### src/rtl/hazard_ctrl.sv
// hazard_ctrl: pipeline hazard controller for load-use stalls, branch
// redirect flushes and data-memory freezes. The outputs are combinational
// from the inputs and the current state.
// Optional performance counters are built when HAZARD_PERF_CNT_EN is defined.
// Otherwise no counter flops exist and the counter outputs read zero.
module hazard_ctrl (
    input  logic        clk,
    input  logic        rst,
    input  logic        memRead_EX,
    input  logic [4:0]  rt_EX,
    input  logic [4:0]  rs_ID,
    input  logic [4:0]  rt_ID,
    input  logic        useRt_ID,
    input  logic        redirect_EX,
    input  logic        dmem_busy,
    input  logic        perf_clr,
    output logic        pc_write,
    output logic        ifid_write,
    output logic        ifid_flush,
    output logic        idex_bubble,
    output logic        idex_hold,
    output logic [15:0] stall_cnt,
    output logic [15:0] flush_cnt,
    output logic [15:0] freeze_cnt
);

    localparam int unsigned REG_W = 5;
    localparam int unsigned CNT_W = 16;

    typedef enum logic [1:0] {
        RUN        = 2'd0,
        FREEZE     = 2'd1,
        FLUSH_PEND = 2'd2
    } state_t;

    state_t state_q, state_d;

    logic load_use_c;
    logic stall_evt_c;
    logic flush_evt_c;
    logic freeze_evt_c;

    // Load-use detection: a load in EX writes a register that the ID instruction reads
    always_comb begin
        load_use_c = memRead_EX && (rt_EX != REG_W'(0)) &&
                     ((rt_EX == rs_ID) || (useRt_ID && (rt_EX == rt_ID)));
    end

    // State register; reset drops any owed flush
    always_ff @(posedge clk or negedge rst) begin
        if (!rst) begin
            state_q <= RUN;
        end else begin
            state_q <= state_d;
        end
    end

    // Next state and pipeline controls: a freeze wins over a redirect, and a redirect wins over a load-use stall
    always_comb begin
        state_d      = state_q;
        pc_write     = 1'b1;
        ifid_write   = 1'b1;
        ifid_flush   = 1'b0;
        idex_bubble  = 1'b0;
        idex_hold    = 1'b0;
        stall_evt_c  = 1'b0;
        flush_evt_c  = 1'b0;
        freeze_evt_c = 1'b0;

        if (!rst) begin
            pc_write    = 1'b0;
            ifid_write  = 1'b0;
            idex_bubble = 1'b1;
            state_d     = RUN;
        end else if (dmem_busy) begin
            pc_write     = 1'b0;
            ifid_write   = 1'b0;
            idex_hold    = 1'b1;
            freeze_evt_c = 1'b1;
            state_d      = (redirect_EX || (state_q == FLUSH_PEND)) ? FLUSH_PEND : FREEZE;
        end else if (redirect_EX || (state_q == FLUSH_PEND)) begin
            ifid_flush  = 1'b1;
            idex_bubble = 1'b1;
            flush_evt_c = 1'b1;
            state_d     = RUN;
        end else if (load_use_c) begin
            pc_write    = 1'b0;
            ifid_write  = 1'b0;
            idex_bubble = 1'b1;
            stall_evt_c = 1'b1;
            state_d     = RUN;
        end else begin
            state_d = RUN;
        end
    end

`ifdef HAZARD_PERF_CNT_EN
    logic [CNT_W-1:0] stall_cnt_q,  stall_cnt_d;
    logic [CNT_W-1:0] flush_cnt_q,  flush_cnt_d;
    logic [CNT_W-1:0] freeze_cnt_q, freeze_cnt_d;

    function automatic logic [CNT_W-1:0] sat_inc(input logic [CNT_W-1:0] v, input logic en);
        if (en && (v != {CNT_W{1'b1}})) begin
            return v + CNT_W'(1);
        end
        return v;
    endfunction

    // Counter updates: a clear request wins over any increment
    always_comb begin
        stall_cnt_d  = sat_inc(stall_cnt_q,  stall_evt_c);
        flush_cnt_d  = sat_inc(flush_cnt_q,  flush_evt_c);
        freeze_cnt_d = sat_inc(freeze_cnt_q, freeze_evt_c);
        if (perf_clr) begin
            stall_cnt_d  = '0;
            flush_cnt_d  = '0;
            freeze_cnt_d = '0;
        end
    end

    // Counter registers
    always_ff @(posedge clk or negedge rst) begin
        if (!rst) begin
            stall_cnt_q  <= '0;
            flush_cnt_q  <= '0;
            freeze_cnt_q <= '0;
        end else begin
            stall_cnt_q  <= stall_cnt_d;
            flush_cnt_q  <= flush_cnt_d;
            freeze_cnt_q <= freeze_cnt_d;
        end
    end

    assign stall_cnt  = stall_cnt_q;
    assign flush_cnt  = flush_cnt_q;
    assign freeze_cnt = freeze_cnt_q;
`else
    logic unused_perf;
    assign unused_perf = ^{perf_clr, stall_evt_c, flush_evt_c, freeze_evt_c};

    assign stall_cnt  = '0;
    assign flush_cnt  = '0;
    assign freeze_cnt = '0;
`endif

endmodule
### config.mk
export PLATFORM = sky130hd
export DESIGN_NAME = hazard_ctrl
export DESIGN_NICKNAME = d
export VERILOG_FILES = /design/src/rtl/hazard_ctrl.sv
export SDC_FILE = /design/constraint.sdc
export NUM_CORES = 1
export LEC_CHECK = 0
export ABC_AREA = 1
export CAP_MARGIN = 25
export CORE_ASPECT_RATIO = 1.5
export CORE_MARGIN = 2
export CORE_UTILIZATION = 26
export CTS_CLUSTER_DIAMETER = 200
export DETAILED_ROUTE_END_ITERATION = 10
export PLACE_DENSITY_LB_ADDON = 0.05
export RECOVER_POWER = 25
export SYNTH_ARGS = -nofsm -noshare
export SYNTH_HDL_FRONTEND = slang
export SYNTH_SLANG_ARGS = --single-unit
### constraint.sdc
create_clock -name clk -period 1.1 [get_ports clk]
set_clock_uncertainty 0.15 [all_clocks]
set_input_delay 0.22 -clock clk [delete_from_list [all_inputs] [get_ports clk]]
set_output_delay 0.22 -clock clk [all_outputs]
set_load 0.05 [all_outputs]
* Yosys cells after proc, flatten, opt, wreduce, memory -nomap -nowiden *
Index checks and enable logic that the tools add are counted.
Widths: inputs -> output; s select.

storage, ports and cells
  register bits after elaboration = 2
  word-level logic and storage cells = 26
  output and inout bits = 53

operators by class
  muxes and demuxes = 16
  equal/unequal tests = 3
  reduce and logical (&&, ||, !) cells = 6

operators by type and width
  cell                count
  $mux 1              13
  $eq 5x5->1          2
  $mux 2              3
  $reduce_bool 5->1   1
  $logic_and 1x1->1   3
  $eq 2x2->1 const B  1
  $logic_or 1x1->1    2

* Logic depth before layout (Yosys ltp) *
Gate-level depths: netlist (run 1).

  depth in word-level cells = 8
  gate-level depth with buffers = 10

* Worst setup path after synthesis (run 1) *
Ideal clock, no wire load.

  path kind = input to output
  start = in rt_EX[1]
  end = out pc_write
  required time = 0.730 ns
  arrival time = 1.305 ns
  slack = -0.575 ns
  cell stages on the path = 8
  cells stage by stage = inv_1 > nand4_1 > o21ai_0 > inv_1 > nand2_2 > nand2_1 > nand2_1 > buf_4

on the way
  word-level cells in the longest chain between the ends = 8
  elaborated cells between the ends (all ways) = 11
  those cells by class = eq/ne (2); mux (4); reduce/logical (5)

ends and longest elaborated chain
  item                      RTL line  text
  start, declared           10        input logic [4:0] rt_EX,
  $eq 5x5->1                46        ((rt_EX == rs_ID) || (useRt_ID && (rt_EX == rt_ID)));
  $logic_and 1x1->1         46
  $logic_or 1x1->1          46
  $logic_and 1x1->1 (*)     45        load_use_c = memRead_EX && (rt_EX != REG_W'(0)) &&
  $mux 1 (*) (4 in series)  n/a
  end, declared             17        output logic pc_write,

Mark *: on every way between the ends. The rest lies on a longest branch, timed or not.

* Final worst setup path (run 1) *
  start = reg state_q[1]
  end = out idex_bubble

on the way
  word-level cells in the longest chain between the ends = 5

ends and longest elaborated chain
  item                    RTL line  text
  start, declared         36        state_t state_q, state_d;
  start signal, assigned  54        state_q <= state_d;
  $eq 2x2->1              81        end else if (redirect_EX || (state_q == FLUSH_PEND)) begin
  $logic_or 1x1->1        81
  $mux 1                  81
  $mux 1                  75        end else if (dmem_busy) begin
  $mux 1                  70        if (!rst) begin
  end, declared           20        output logic idex_bubble,

Every way passes these cells.

==> results by group, run 1 <==
Status
  – Status: finished, violations left
  – Failing checks: setup timing

Die
  – Die Wd: 46.4 µm
  – Top-Level Pins: 75
  – Cell Rows: 23
  – Total core area: 0.00262 mm²
  – Die Area: 0.00313 mm²
  – Initial Utilization: 26.8%
  – Die height: 67.6 µm

Yosys
  – Post-Syn Area: 701 µm²
  – Synthesized flop and latch total: 2
  – Seq/Total Area, Yosys: about 7%
  – Syn Area/Cell: 5.79 µm²
  – Warnings, synthesis: 0
  – Gate Count Post-Synth: approximately 120
  – Post-synth cell types: 14

Hold path
  – Hold Crit Start: dmem_busy
  – Worst hold path type: input pin to flip-flop
  – Hold Path Depth: 5
  – Worst Hold Endpoint: state_q[0]$_DFF_PN0_

Cells and area
  – Fill cell count: about 300
  – Inserted Diodes: 0
  – Largest regs: state_q: 2 flops
  – Finished Core Util: between 30% and 40%
  – Largest register by flop count: state_q
  – Max FFs per register: 2
  – Post-route cell area: 998 µm²
  – Final net count: 180
  – Synth-to-Final Area Change: 42.5%
  – Fraction of layout cells with a size suffix above 1: 35.9%
  – Commonest non-fill, non-tap cell in the layout: conb_1
  – Commonest non-fill, non-tap cells in the layout: 48 x conb_1, 23 x nand2_1, 9 x inv_1, 9 x buf_2, 9 x buf_4

Detailed routing
  – Initial DRC Count: 4
  – Drt total wl: 1440 µm
  – Via count: 619
  – Vias per cell: around 3.2
  – Average routed wire per standard cell: between 7 and 8 µm
  – Post-route ant nets: 0
  – Total iterations of the first detailed-routing run: 3
  – DR DRC count: 0

Pwr
  – Power Density: 1050 mW/mm²
  – Peak supply drop: 0.000466 V
  – Lkg Pwr: between 0.0006 and 0.0007 µW

Timing
  – Fin crit period: 1530 ps
  – RSZ-0062 raised after global routing: true
  – Fmax: 654 MHz
  – Worst setup slack after layout: -429 ps
  – Fin. max-slew vios: 0
  – Final period utilization: 139%
  – Final hold viol count: 0
  – Final setup violation count: 5

Worst setup path
  – Nature of the critical path endpoint: output pin
  – Delay-heaviest family, CP: flip-flops
  – Reg2Reg Depth: 4
  – Critical path's largest stage delay: 360 ps
  – Worst-path fanout max: 3
  – CP Data Required Time: around 730 ps
  – CP startpoint kind: flip-flop
  – Slowest CP cell: dfrtp_1
  – WP buf/inv: 2
  – CP cell instances: a21oi_2 > inv_2 > nor2_4 > a21oi_4 > buf_12
  – Crit path kind: flip-flop to output pin
  – Reg2reg end: state_q[0]$_DFF_PN0_
  – Worst reg2reg startpoint: state_q[1]$_DFF_PN0_
  – Data arrival, critical path: between 1000 and 1500 ps
  – R2R Setup Slk: 80 ps

Global routing
  – First-pass GRT wire length: 2100 µm
  – Grt total ovfl: 0
  – GRT Util Overall: under 10%
  – Vias in the first global route: 539
  – Initial antenna violation count: 0
  – Largest net degree at the start of global routing: 5

Place
  – DP HPWL: 1300 µm
  – Placed Area: 946 µm²
  – Final GP Congestion: 0.685
  – Input/output buffers: 25

Clocking
  – Max clock buf depth: 2
  – H-tree levels: 1
  – Root buf cell: clkbuf_8
  – TritonCTS clock tree: done
  – Worst-Skew Late Latency: ~210 ps
  – CTS clk-pin slew, worst paths: 30 ps
  – Clock sinks: 2
  – Num CTS Buffers: 3

Flow run
  – Max-Cap Viols: 0
==> where the power goes <==
group	switching, µW	internal (µW)
Clock	61.4	232
Sequential	1.01	77.3
Combinational	518	158
==> synth_stat cells <==
| cell type | instances | share of area (%) |
|---|---|---|
| nand2_1 | 31 | 17 |
| nand2_2 | 1 | 0.89 |
| o21ai_0 | 1 | 0.71 |
| a21oi_2 | 1 | 1.3 |
| a21oi_1 | 1 | 0.71 |
| conb_1 | 1 | 0.54 |
| nand4_1 | 1 | 0.89 |
| buf_4 | 49 | 52 |
| inv_1 | 17 | 9.1 |
| nand3_1 | 2 | 1.4 |
| xnor2_1 | 1 | 1.3 |
| nor2_1 | 10 | 5.4 |
| dfrtp_1 | 2 | 7.1 |
| inv_2 | 3 | 1.6 |
==> routing by layer <==
| metal | part of all wire, % | wire, µm | up-vias | GRT usage, % |
|---|---|---|---|---|
| li1 | - | - | 324 | - |
| met1 | 27 | 395 | 260 | 9.16 |
| met2 | 64 | 921 | 33 | 17.2 |
| met3 | 8.3 | 120 | 2 | 1.87 |
| met4 | 0.42 | 6 | 0 | 5.36 |
| met5 | 0 | 0 | - | 0 |
==> repair_timing <==
action | CTS | global route
hold endpoints to repair | 2 | 0
endpoints found under the setup margin | 7 | 5
gates resized for setup | 83 | 11
buffers inserted | 2 | 0
hold buffers | 1 | 0
pin swaps | 25 | 14
==> worst min-delay path, stage by stage <==
cell and delay (ps):
buf_2 140, nand2_4 80, buf_4 90, buf_4 90, nor2_1 40
==> through the flow <==
step | hold WS (ps) | setup slack, ps | power (µW) | instances | TNS, ps
after floorplan | -226 | -274 | 709 | 168 | -777
after detailed placement | 448 | -905 | 747 | 187 | -4190
after global placement | 461 | -902 | 745 | 187 | -4220
final | 337 | -429 | 1050 | 193 | -1700
after CTS | 327 | -445 | 1050 | 193 | -1780
after global routing | 348 | -488 | 1100 | 193 | -1980
==> worst max path at each step <==
stage                                    start           to  slack, ps  cells past startpoint
after floorplan                       rs_ID[1]     pc_write       -270                     10
after global placement                rt_EX[1]  idex_bubble       -900                     10
after detailed placement              rt_EX[1]   ifid_write       -900                     11
after CTS                 state_q[1]$_DFF_PN0_  idex_bubble       -450                      5
after global routing      state_q[1]$_DFF_PN0_  idex_bubble       -490                      5
final                     state_q[1]$_DFF_PN0_  idex_bubble       -430                      5
==> final cells by class <==
| class | count | area, µm² | area share, % |
|---|---|---|---|
| Inverter | 20 | 97.6 | 9.77 |
| Timing Repair Buffer | 34 | 323 | 32.3 |
| Sequential cell | 2 | 50.0 | 5.01 |
| Multi-Input combinational cell | 97 | 440 | 44.1 |
| Tap cell | 37 | 46.3 | 4.64 |
| Clock buffer | 3 | 41.3 | 4.14 |
==> cell families (layout without fill, tap and decap cells) <==
group,after synthesis,count (layout),share of synthesized area [%]
compound gates,3,3,2.68
flops,2,2,7.14
buf+inv,69,57,63.2
simple gates,45,45,25.2
other cells,1,48,0.535
xor+xnor,1,1,1.25
Power figures use the tool's default switching activity.
==> inputs of run 2 (changes only) <==
--- a/config.mk
+++ b/config.mk
@@ -7,13 +7,14 @@
 export LEC_CHECK = 0
 export ABC_AREA = 1
 export CAP_MARGIN = 25
-export CORE_ASPECT_RATIO = 1.5
 export CORE_MARGIN = 2
-export CORE_UTILIZATION = 26
+export CORE_UTILIZATION = 40
 export CTS_CLUSTER_DIAMETER = 200
 export DETAILED_ROUTE_END_ITERATION = 10
+export DONT_BUFFER_PORTS = 1
 export PLACE_DENSITY_LB_ADDON = 0.05
 export RECOVER_POWER = 25
+export SKIP_LAST_GASP = 1
 export SYNTH_ARGS = -nofsm -noshare
 export SYNTH_HDL_FRONTEND = slang
 export SYNTH_SLANG_ARGS = --single-unit
==> run 2 against run 1 <==
  * Sequential power about the same
  * Critical path depth unchanged
  * Clock-buffer cell count unchanged
  * Non-clock buffer count down 26
  * Die area down 33%
  * Worst setup slack better by 9.6 ps
  * Global-route usage down 0.13 points
  * The flow still finishes with violations (setup timing)
==> results by group, run 2 (same netlist as run 1, synthesis figures left out) <==
Die
  – Die height: 45.9 µm (-32%)
  – Die Wd: 45.9 µm (-1.1%)
  – Top-Level Pins: 75 (unchanged)
  – Die Area: 0.00210 mm² (-33%)
  – Cell Rows: 15 (-35%)
  – Total core area: 0.00169 mm² (-35%)
  – Initial Utilization: 41.5% (+15 points)

Pwr
  – Final Power: 791 µW (-24%)
  – Peak supply drop: 0.000423 V (-9.1%)
  – Power Density: 1110 mW/mm² (+5.8%)
  – Lkg Pwr: 0.000479 µW (-22%)

Detailed routing
  – Average routed wire per standard cell: 6.89 µm (-7.8%)
  – Vias per cell: 3.63 (+13%)
  – DR DRC count: 0 (unchanged)
  – Post-route ant nets: 0 (unchanged)
  – Initial DRC Count: 3 (-1)
  – Via count: 534 (-14%)
  – Total iterations of the first detailed-routing run: 3 (unchanged)
  – Drt total wl: 1010 µm (-30%)

Global routing
  – Largest net degree at the start of global routing: 5 (unchanged)
  – First-pass GRT wire length: 1410 µm (-33%)
  – GRT Util Overall: 9.22% (-0.13 points)
  – Vias in the first global route: 390 (-28%)
  – Grt total ovfl: 0 (unchanged)
  – Initial antenna violation count: 0 (unchanged)

Timing
  – Final setup violation count: 5 (unchanged)
  – Fmax: 658 MHz (+0.63%)
  – Hold slack: 34.5 ps (-303 ps)
  – Fin crit period: 1520 ps (-9.61 ps)
  – Fin. max-slew vios: 0 (unchanged)
  – RSZ-0062 raised after global routing: true
  – Final period utilization: 138% (-0.87 points)
  – Worst setup slack after layout: -420 ps (+9.61 ps)
  – Final hold viol count: 0 (unchanged)

Worst setup path
  – CP Data Required Time: 730 ps (about the same)
  – Worst-path fanout max: 3 (unchanged)
  – R2R Setup Slk: -30 ps (-110 ps)
  – Reg2Reg Depth: 5 (+1)
  – CP startpoint kind: flip-flop
  – CP cell instances: a21oi_2 > inv_2 > nor2_4 > a21oi_4 > buf_12
  – Crit path kind: flip-flop to output pin
  – Reg2reg end: state_q[1]$_DFF_PN0_
  – Worst reg2reg startpoint: state_q[1]$_DFF_PN0_
  – Data arrival, critical path: 1150 ps (about the same)
  – Nature of the critical path endpoint: output pin
  – Slowest CP cell: dfrtp_1
  – Critical path's largest stage delay: 360 ps (about the same)

Cells and area
  – Synth-to-Final Area Change: 1.79%
  – Inserted Diodes: 0 (unchanged)
  – Post-route cell area: 713 µm² (-29%)
  – Final net count: 154 (-14%)
  – Commonest non-fill, non-tap cells in the layout: 48 x conb_1, 26 x nand2_1, 11 x inv_1, 8 x nor2_1, 6 x inv_2
  – Largest register by flop count: state_q
  – Commonest non-fill, non-tap cell in the layout: conb_1
  – Largest regs: state_q: 2 flops
  – Fill cell count: 194 (-35%)
  – Fraction of layout cells with a size suffix above 1: 22.3% (-14 points)
  – Max FFs per register: 2 (unchanged)

Place
  – Placed Area: 638 µm² (-33%)
  – DP HPWL: 943 µm (-27%)
  – Input/output buffers: 0 (-100%)
  – Pre-CTS setup slack: -315 ps (+590 ps)
  – Final GP Congestion: 0.682 (-0.35%)

Hold path
  – Hold Crit Start: dmem_busy
  – Worst Hold Endpoint: state_q[0]$_DFF_PN0_
  – Hold Path Depth: 2 (-3)
  – Worst hold path type: input pin to flip-flop

Clocking
  – Max clock buf depth: 2 (unchanged)
  – CTS clk-pin slew, worst paths: 30 ps (about the same)
  – TritonCTS clock tree: done
  – Worst-Skew Late Latency: 220 ps (about the same)
  – Root buf cell: clkbuf_4
  – Num CTS Buffers: 3 (unchanged)
  – Clock sinks: 2 (unchanged)
  – H-tree levels: 1 (unchanged)

Status
  – Status: finished, violations left
  – Failing checks: setup timing

Flow run
  – Max-Cap Viols: 0 (unchanged)
## run 2: what timing repair did
item	in CTS	in global routing
setup buffers	1	1
pin swaps	4	3
gates resized for setup	6	2
hold buffers	1	0
endpoints found under the hold margin	2	0
setup endpoints to repair	4	5
## run 2: worst max-delay path by stage
stage | from | to | depth (start not counted) | slack, ps
after floorplan | rs_ID[1] | pc_write | 10 | -270
after global placement | state_q[1]$_DFF_PN0_ | idex_bubble | 5 | -290
after detailed placement | state_q[1]$_DFF_PN0_ | idex_bubble | 5 | -310
after CTS | state_q[1]$_DFF_PN0_ | idex_bubble | 5 | -420
after global routing | state_q[1]$_DFF_PN0_ | idex_bubble | 5 | -470
final | state_q[1]$_DFF_PN0_ | idex_bubble | 5 | -420
## run 2: through the flow
stage                     utilization, %  setup TNS [ps]  std cells
after floorplan                        -            -777        168
after global placement              37.8            -973        141
after detailed placement            37.8            -996        141
after CTS                           41.3           -1570        146
after global routing                42.2           -1780        147
final                               42.2           -1530        147
## run 2: cell type report
type / instances / area [µm²] / share of cell area [%]
Multi-Input combinational cell: 97 / 437 / 61.2
Inverter: 20 / 95.1 / 13.3
Timing Repair Buffer: 8 / 87.6 / 12.3
Sequential cell: 2 / 50.0 / 7.02
Clock buffer: 3 / 22.5 / 3.16
Tap cell: 17 / 21.3 / 2.98
## run 2: per-layer routing
layer	up-vias	wire, µm	global-route usage (%)
met5	-	0	0
met4	0	0	5.14
met3	0	154	3.17
met2	40	515	15.6
met1	220	342	9.88
li1	274	-	-
## run 2: power by group
group	switching (µW)	leakage [µW]	total [µW]	internal [µW]
logic	475	0.000438	557	82.5
registers	1.03	0.0000269	78.3	77.3
clock network	36.0	0.0000138	156	120
## run 2: critical path: cells and delay by family (launching register included)
kind                   cells  cell delay [ps]
AO/OA/AOI/OAI              2              230
flip-flops                 1              360
buffers and inverters      2              230
AND/OR/NAND/NOR            1              100
